### src/rtl/frame_read_scheduler.sv
// -----------------------------------------------------------------------------
// frame_read_scheduler
//   Frame-level sequencer for the AXI-to-FIFO read engine. Tracks the newest
//   buffer finished by the writer, and on each display vsync programs that
//   buffer's base address into the read engine. It then starts one frame read
//   with a rising edge on rd_blk_en and waits for rd_done, guarded by a
//   watchdog. rd_buf_idx/rd_busy tell the writer which buffer must not be
//   touched.
//
// Ports
//   clk, rst_n                 clock, asynchronous active-low reset
//   cfg_enable                 scheduler enable (level)
//   cfg_buf_ba0/1/2            base addresses of the three frame buffers
//   cfg_timeout                watchdog limit in cycles, 0 disables it
//   sts_clr                    pulse: clears sts_timeout/sts_overrun, leaves ERR
//   vsync                      pulse: display requests the next frame
//   wr_frame_done, wr_buf_idx  pulse + index of the buffer the writer completed
//   rd_done                    read engine done flag (level)
//   rd_blk_en, rd_map_ba       start enable and base address to the read engine
//   rd_buf_idx, rd_busy        buffer being/last read, read in progress
//   sts_frame_done             1-cycle pulse per completed frame
//   sts_timeout, sts_overrun   sticky error flags
//   frame_cnt, repeat_cnt      completed frames / frames re-reading a buffer
// -----------------------------------------------------------------------------
module frame_read_scheduler #(
  parameter int ADDR_WIDTH = 32,
  parameter int TO_WIDTH   = 24,
  parameter int CNT_WIDTH  = 16
) (
  input  logic                  clk,
  input  logic                  rst_n,
  input  logic                  cfg_enable,
  input  logic [ADDR_WIDTH-1:0] cfg_buf_ba0,
  input  logic [ADDR_WIDTH-1:0] cfg_buf_ba1,
  input  logic [ADDR_WIDTH-1:0] cfg_buf_ba2,
  input  logic [TO_WIDTH-1:0]   cfg_timeout,
  input  logic                  sts_clr,
  input  logic                  vsync,
  input  logic                  wr_frame_done,
  input  logic [1:0]            wr_buf_idx,
  input  logic                  rd_done,
  output logic                  rd_blk_en,
  output logic [ADDR_WIDTH-1:0] rd_map_ba,
  output logic [1:0]            rd_buf_idx,
  output logic                  rd_busy,
  output logic                  sts_frame_done,
  output logic                  sts_timeout,
  output logic                  sts_overrun,
  output logic [CNT_WIDTH-1:0]  frame_cnt,
  output logic [CNT_WIDTH-1:0]  repeat_cnt
);

  typedef enum logic [2:0] {
    S_IDLE,
    S_WAIT_VSYNC,
    S_LOAD,
    S_RUN,
    S_DONE,
    S_ERR
  } state_t;

  localparam logic [TO_WIDTH-1:0]  TO_ONE  = TO_WIDTH'(1);
  localparam logic [CNT_WIDTH-1:0] CNT_ONE = CNT_WIDTH'(1);
  localparam logic [1:0]           GUARD_MAX = 2'd2;

  state_t                  state, state_d;
  logic [1:0]              latest;
  logic                    new_avail;
  logic                    have_frame;
  logic [TO_WIDTH-1:0]     timer;
  logic [1:0]              guard;
  logic [ADDR_WIDTH-1:0]   sel_ba;
  logic                    wr_valid;
  logic                    done_hit;
  logic                    timeout_hit;
  logic                    overrun_hit;

  // Index 3 from the writer means "no buffer" and is ignored.
  assign wr_valid = wr_frame_done && (wr_buf_idx != 2'd3);

  // The engine's done flag is stale until it has processed the start, so it
  // only counts once guard has seen two RUN cycles.
  assign done_hit    = (state == S_RUN) && rd_done && (guard == GUARD_MAX);
  assign timeout_hit = (state == S_RUN) && (cfg_timeout != '0) &&
                       (timer == cfg_timeout - TO_ONE) && !done_hit;
  assign overrun_hit = vsync && ((state == S_LOAD) || (state == S_RUN) ||
                                 (state == S_DONE));

  always_comb begin
    // NOTE: every signal driven here gets a default first, so no path can
    // leave it unassigned and infer a latch.
    sel_ba = cfg_buf_ba0;
    unique case (latest)
      2'd1:    sel_ba = cfg_buf_ba1;
      2'd2:    sel_ba = cfg_buf_ba2;
      default: sel_ba = cfg_buf_ba0;
    endcase
  end

  always_comb begin
    state_d = state;
    unique case (state)
      S_IDLE:       if (cfg_enable) state_d = S_WAIT_VSYNC;
      S_WAIT_VSYNC: begin
        if (!cfg_enable)              state_d = S_IDLE;
        else if (vsync && have_frame) state_d = S_LOAD;
      end
      S_LOAD:       state_d = S_RUN;
      S_RUN: begin
        if (done_hit)         state_d = S_DONE;
        else if (timeout_hit) state_d = S_ERR;
      end
      S_DONE:       state_d = cfg_enable ? S_WAIT_VSYNC : S_IDLE;
      S_ERR:        if (sts_clr) state_d = S_IDLE;
      default:      state_d = S_IDLE;
    endcase
  end

  // NOTE: sequential state uses non-blocking assignments so every register
  // samples the pre-edge values, independent of statement order.
  always_ff @(posedge clk or negedge rst_n) begin
    if (!rst_n) begin
      state          <= S_IDLE;
      latest         <= 2'd0;
      new_avail      <= 1'b0;
      have_frame     <= 1'b0;
      timer          <= '0;
      guard          <= 2'd0;
      rd_blk_en      <= 1'b0;
      rd_map_ba      <= '0;
      rd_buf_idx     <= 2'd0;
      rd_busy        <= 1'b0;
      sts_frame_done <= 1'b0;
      sts_timeout    <= 1'b0;
      sts_overrun    <= 1'b0;
      frame_cnt      <= '0;
      repeat_cnt     <= '0;
    end else begin
      state <= state_d;

      // Writer tracking; a completion in the LOAD cycle must not be lost,
      // so the set takes priority over the LOAD clear.
      if (wr_valid) begin
        latest     <= wr_buf_idx;
        new_avail  <= 1'b1;
        have_frame <= 1'b1;
      end else if (state == S_LOAD) begin
        new_avail  <= 1'b0;
      end

      if (state == S_LOAD) begin
        rd_map_ba  <= sel_ba;
        rd_buf_idx <= latest;
        timer      <= '0;
        guard      <= 2'd0;
        if (!new_avail) repeat_cnt <= repeat_cnt + CNT_ONE;
      end else if (state == S_RUN) begin
        if (timer != '1)        timer <= timer + TO_ONE;
        if (guard != GUARD_MAX) guard <= guard + 2'd1;
      end

      // Engine enable and busy are high exactly while in RUN.
      rd_blk_en      <= (state_d == S_RUN);
      rd_busy        <= (state_d == S_RUN);
      sts_frame_done <= done_hit;
      if (done_hit) frame_cnt <= frame_cnt + CNT_ONE;

      // Sticky flags: a set in the same cycle as sts_clr wins.
      if (timeout_hit)  sts_timeout <= 1'b1;
      else if (sts_clr) sts_timeout <= 1'b0;
      if (overrun_hit)  sts_overrun <= 1'b1;
      else if (sts_clr) sts_overrun <= 1'b0;
    end
  end

endmodule

### config.mk
export PLATFORM = sky130hd
export DESIGN_NAME = frame_read_scheduler
export DESIGN_NICKNAME = d
export VERILOG_FILES = /design/src/rtl/frame_read_scheduler.sv
export SDC_FILE = /design/constraint.sdc
export NUM_CORES = 1
export LEC_CHECK = 0
export ABC_AREA = 1
export CORE_MARGIN = 2
export CORE_UTILIZATION = 50
export CTS_BUF_LIST = sky130_fd_sc_hd__clkbuf_8
export DETAILED_ROUTE_END_ITERATION = 12
export HOLD_SLACK_MARGIN = 0.15
export PLACE_DENSITY_LB_ADDON = 0.3
export SYNTH_ARGS = -nofsm -noshare
export SYNTH_HDL_FRONTEND = slang
export SYNTH_SLANG_ARGS = --single-unit
export TNS_END_PERCENT = 5
### constraint.sdc
create_clock -name clk -period 2.4 [get_ports clk]
set_clock_uncertainty 0.05 [all_clocks]
set_input_delay 0.24 -clock clk [delete_from_list [all_inputs] [get_ports clk]]
set_output_delay 0.24 -clock clk [all_outputs]
set_load 0.01 [all_outputs]
-- Word level (Yosys, flattened, before mapping)
Cells that the tools add are included.
- bits in registers: 103
- input port bits: 129
- reductions and logical operators: 22
- bitwise logic cells: 1
- add/subtract/negate cells: 5
- equality and inequality tests: 13
- muxes and demuxes: 20
- operator list (kind ; count):
    2-to-1 mux 24 bit ; 3
    case mux 32 bit (2 select lines) ; 1
    adder 16 x 1 -> 16 bit, second input constant ; 2
    adder 24 x 1 -> 24 bit, second input constant ; 1
    == test 24 bit ; 1
    != test 24 bit, second input constant ; 1
    nonzero test 24 bit ; 1
    subtractor 24 x 1 -> 24 bit, second input constant ; 1
    2-to-1 mux 3 bit ; 6
    case mux 3 bit (6 select lines) ; 1
    nonzero test 2 bit ; 6
    == test 3 x 2 -> 1 bit, second input constant ; 3
    logical AND 1 bit ; 8
    == test 3 bit, second input constant ; 2
    2-to-1 mux 1 bit ; 6
    2-to-1 mux 2 bit ; 3
    AND reduction 2 bit ; 3
    == test 2 bit, second input constant ; 2
    != test 2 bit, second input constant ; 2
    == test 3 x 1 -> 1 bit, second input constant ; 1
    zero test 3 bit ; 1
    adder 2 x 1 -> 2 bit, second input constant ; 1
    == test 2 x 1 -> 1 bit, second input constant ; 1
    logical OR 1 bit ; 2
    other kinds (2) ; 2

-- Logic depth before layout (Yosys ltp)
- word-level depth: 9
- gate-level depth with buffers: 17
- mapped depth without buffers: 17

-- Least setup slack after synthesis
Ideal clock, no wire load.
- path kind: reg2reg
- start point: register state[2]
- end point: register repeat_cnt[14]
- required time: 2.226 ns
- setup slack: 0.643 ns
- cell stages (with the launch flop): 12
- arrival: 1.583 ns
- period minus slack after synthesis: 1.757 ns
- library setup time: 0.124 ns
- path through: dfrtp_1 -> inv_2 -> nand2_4 -> nor2_8 -> nand2_2 -> nor2_4 -> nand3_2 -> nor2_2 -> nand3_2 -> nor2_4 -> nand4_1 -> xor2_1
- longest elaborated chain between the ends: 2
- RTL lines (what ; line ; RTL):
    from (decl) ; 66 ; state_t state, state_d;
    from (signal assigned) ; 139 ; state <= state_d;
    == test 3 x 2 -> 1 bit ; 151 ; if (state == S_LOAD) begin
    AND reduction 2 bit (no line) ; n/a ;
    to (signal assigned) ; 156 ; if (!new_avail) repeat_cnt <= repeat_cnt + CNT_ONE;
    to (decl) ; 50 ; output logic [CNT_WIDTH-1:0] repeat_cnt
No other way between the ends.
A chain may end at the register's enable or synchronous reset.

-- Worst setup path after layout
- start point: register timer[0]
- end point: register timer[15]
- longest elaborated chain between the ends: 4
- elaborated cells between the ends (all ways): 7
- RTL lines (what ; line ; RTL):
    from (decl) ; 70 ; logic [TO_WIDTH-1:0] timer;
    from (signal assigned) ; 158 ; if (timer != '1) timer <= timer + TO_ONE;
    adder 24 x 1 -> 24 bit ; 158 ;
    2-to-1 mux 24 bit ; 158 ;
    2-to-1 mux 24 bit ; 157 ; end else if (state == S_RUN) begin
    2-to-1 mux 24 bit ; 151 ;
Several ways; a longest one is shown, not always the timed one. The select of a mux whose other input is x is not followed.

==> results by group <==
Run status
  • Run status: finished, final reports clean

Setup path
  • Type of origin of the critical path: flip-flop
  • Number of buffer and inverter stages on the critical path: 2
  • CP Data Arrival Time: 2.40 ns
  • Standard cell with the maximum stage delay on the critical path: dfrtp_1
  • Worst-path fanout max: 16
  • Highest cell delay on the worst timing path: 0.43 ns
  • Kind of cell with the highest combined delay on the critical path: simple AND/OR/NAND/NOR gates
  • Required time at the worst-slack endpoint: 2.60 ns
  • Setup Crit Path Kind: reg2reg
  • List of cells traversed by the critical path: ha_1 > inv_1 > nor3_1 > nand4_1 > nor2_1 > nand2_2 > nand2_4 > buf_4 > nor3_2 > o21ai_0 > a21oi_1
  • Nature of the critical path endpoint: flip-flop

Global routing
  • Remaining global-route overflow: 0
  • Met1 capacity usage during global routing: 34.8%
  • First-pass GRT wire length: 32.7 mm
  • Vias in the first global route: 6,729
  • Global routing usage on met2: 49.7%
  • Initial antenna violation count: 0
  • GRT Max-Usage Layer: met2
  • Grt met3 use: 6.75%
  • Pin count of the biggest net entering global routing: 71
  • Aggregate global-route resource usage: 28.2%

Yosys
  • Net Count, Synth: 1,066
  • Count of mapped cells out of synthesis: 929
  • Cells taking the most area after synthesis: dfrtp_1 38%, nand2_1 17%, inv_1 4.8%, nor2_1 4.6%, xor2_1 4.5%
  • Avg Synthesized Cell Area: 7.30 µm²
  • Commonest register cell after synthesis: dfrtp_1
  • Flop and latch count out of synthesis: 103
  • Unique cell type count in the Yosys netlist: 47
  • Yosys top cell by area: dfrtp_1
  • Ys Warns: 0
  • Post-synthesis cell area: 6780 µm²
  • Top cell types by occurrence after synthesis: 311 x nand2_1, 103 x dfrtp_1, 86 x inv_1
  • Synth top area share: 38.0%
  • Share of the yosys chip area belonging to registers: 38.0%
  • Number of enable flip-flop cells after synthesis: 0
  • FFs w/ async S/R, synth: 100%
  • Leading cell type by number of instances after synthesis: nand2_1

Clocking
  • Clock tree from TritonCTS: yes
  • H-Tree Depth: 3
  • Root buffer cell: clkbuf_8
  • Number of buffers on the longest clock path: 2
  • Clock transition at the registers of the reported paths: 0.10 ns
  • Insertion delay to the later sink of the worst-skew pair: 0.37 ns
  • CTS buffer count: 9
  • Total number of clock tree sinks: 103

Placed design
  • Post-placement worst setup slack: -0.0867 ns
  • Placed Instance Area: 9180 µm²
  • Total of buffers placed on input and output ports: 199
  • Half-perimeter wire length of the detailed placement result: 15.8 mm
  • RD Place Congestion: 0.941
  • Placed instance count: 1,313

STA
  • Final number of setup-violating endpoints: 0
  • Worst-case headroom to the max-slew limit: 53.9%
  • Max Freq: 454 MHz
  • Accumulated negative setup slack: 0 ns
  • Tightest Pin Transition: 0.692 ns
  • Post-route worst setup slack: 0.196 ns
  • Final Cycle Share: 91.8%
  • Tmin final: 2.20 ns
  • Count of final max-slew check failures: 0
  • Setup repair after global routing missed its margin: no
  • Number of hold-slack violations in the final timing report: 0

Drt
  • Antenna Violating Nets Remaining: 0
  • Average wire length per cell after detail routing: 15.0 µm
  • DR DRC count: 0
  • First-pass detailed-route iteration total: 5
  • Number of design-rule violations left by the first detailed-router iteration: 485
  • Total wire length after detailed routing: 19.9 mm
  • Via density per instance: 5.17
  • Via count of the routed design: 6,866

Finish
  • Filler-free cell count of the finished design: 1,329
  • Filler cell count: 1,128
  • End-of-flow core utilization: 70.7%
  • Layout overhead on the synthesized area: 38.0%
  • Final design instance area without fill: 9360 µm²
  • Fraction of layout cells with a size suffix above 1: 8.59%
  • Ant diodes: 0
  • Nets@finish: 1,286

Power and ir drop
  • Power share of the combinational group: 46.9%
  • Switching Power: 0.00247 W
  • Part of the total power dissipated in sequential elements: 38.0%
  • Sw frac: 37.8%
  • P per Cell Area: 698 nW/µm²
  • Internal cell power: 0.00406 W
  • Proportion of power drawn by the clock network: 15.2%
  • Maximum VDD drop: 487 µV
  • Leakage power: 4.15 nW

Floorplan
  • Die ar.: 14,500 µm²
  • Die Span Y: 120 µm
  • Effective utilization at floorplan: 51.2%
  • Number of cell rows: 42
  • Die boundary width: 120 µm
  • Floorplan core area: 13,200 µm²
  • Total I/O pin count: 200

Hold path
  • Tightest Hold Check Type: in2async

Job
  • Max-cap check violation count: 0
## layer usage
layer / share of wire, % / wire length (µm)
met1: 42 / 8280
met2: 50 / 10000
met3: 6.4 / 1280
met4: 1.9 / 380
met5: 0 / 0
## per-stage QoR
stage	total power (W)	hold slack (ns)
detailed placement	0.00556	0.241
global placement	0.00552	0.242
CTS	0.00657	0.384
floorplan	0.00409	-0.106
finish	0.00653	0.374
global route	0.00694	0.425
## sequential cells by signal (all words and copies together), names as in the netlist
| signal | count |
|---|---|
| rd_buf_idx | 2 |
| sts_frame_done | 1 |
| repeat_cnt | 16 |
| new_avail | 1 |
| latest | 2 |
| frame_cnt | 16 |
| guard | 2 |
| sts_timeout | 1 |
| rd_map_ba | 32 |
| sts_overrun | 1 |
| have_frame | 1 |
| timer | 24 |
| state | 3 |
| rd_busy | 1 |
## worst register-to-register path, cell delays in order, from the launching register on
cell	delay, ns
dfrtp_1	0.43
ha_1	0.17
inv_1	0.10
nor3_1	0.16
nand4_1	0.19
nor2_1	0.17
nand2_2	0.12
nand2_4	0.21
buf_4	0.18
nor3_2	0.05
o21ai_0	0.18
a21oi_1	0.07
## logic make-up (layout without fill, tap and decap cells)
family	count (synthesis)	after routing	synth area share, %
AND/OR/NAND/NOR	517	517	34.3
buffers and inverters	124	348	7.32
AO/OA/AOI/OAI	117	117	10.9
flip-flops	103	103	38.0
XOR/XNOR	60	60	7.97
adder cells (fa/ha/maj)	8	8	1.48
## final timing paths
kind / endpoint / cells past startpoint / slack [ns] / startpoint
setup / recovery: timer[15]$_DFFE_PN0P_ / 11 / 0.20 / timer[0]$_DFFE_PN0P_
hold / removal: frame_cnt[9]$_DFFE_PN0P_ / 2 / 0.37 / rst_n
setup reg to reg: timer[15]$_DFFE_PN0P_ / 11 / 0.20 / timer[0]$_DFFE_PN0P_
hold reg to reg: frame_cnt[15]$_DFFE_PN0P_ / 1 / 0.43 / frame_cnt[15]$_DFFE_PN0P_
max in group asynchronous: rd_map_ba[30]$_DFFE_PN0P_ / 3 / 1.28 / rst_n
min in group clk: frame_cnt[15]$_DFFE_PN0P_ / 1 / 0.43 / frame_cnt[15]$_DFFE_PN0P_
## placed cells by master (no fill, tap or decap), types with 2 or more instances in the layout
| master | Yosys | final |
|---|---|---|
| nand2_1 | 311 | 311 |
| clkdlybuf4s50_1 | 0 | 198 |
| dfrtp_1 | 103 | 103 |
| inv_1 | 86 | 87 |
| nor2_1 | 84 | 84 |
| a21oi_1 | 44 | 44 |
| nand3_1 | 39 | 39 |
| buf_4 | 1 | 39 |
| xor2_1 | 35 | 35 |
| o22a_1 | 32 | 32 |
| xnor2_1 | 24 | 24 |
| nand4_1 | 22 | 22 |
| o21ai_0 | 20 | 20 |
| nor3_1 | 16 | 16 |
| o21ai_1 | 9 | 9 |
| clkbuf_8 | 0 | 9 |
| nor2_2 | 8 | 8 |
| nor2_4 | 7 | 7 |
| ha_1 | 8 | 7 |
| nand3_2 | 5 | 5 |
| nor4_1 | 5 | 5 |
| nand2_2 | 5 | 5 |
| inv_2 | 5 | 5 |
| o31ai_1 | 4 | 4 |
| nand2_4 | 3 | 3 |
| clkinvlp_4 | 0 | 3 |
| nor3_2 | 2 | 2 |
| o21a_1 | 2 | 2 |
| o21bai_1 | 2 | 2 |
| inv_6 | 1 | 2 |
| nand3b_1 | 2 | 2 |
| buf_12 | 0 | 2 |
## cell type report
cell class	count	area [µm²]	area share [%]
clock buffer	9	124	1.32
clock inverter	6	46.3	0.495
inverter	93	354	3.78
multi-input combinational	702	3710	39.6
sequential	103	2580	27.5
tap	176	220	2.35
timing repair buffer	240	2320	24.8
## timing repair
action,in CTS,in global routing
buffers inserted,0,0
resized for setup,0,0
endpoints found under the hold margin,44,0
hold buffers,1,0
## power groups by stage
| stage | combinational, W | clock (W) | sequential (W) |
|---|---|---|---|
| after CTS | 0.00308 | 0.00101 | 0.00248 |
| after detailed placement | 0.00306 | 0 | 0.00250 |
| final | 0.00306 | 0.000990 | 0.00248 |
| after global placement | 0.00301 | 0 | 0.00250 |
| after global routing | 0.00333 | 0.00108 | 0.00254 |
| after floorplan | 0.00146 | 0 | 0.00263 |
(Power assumes the default switching activity.)
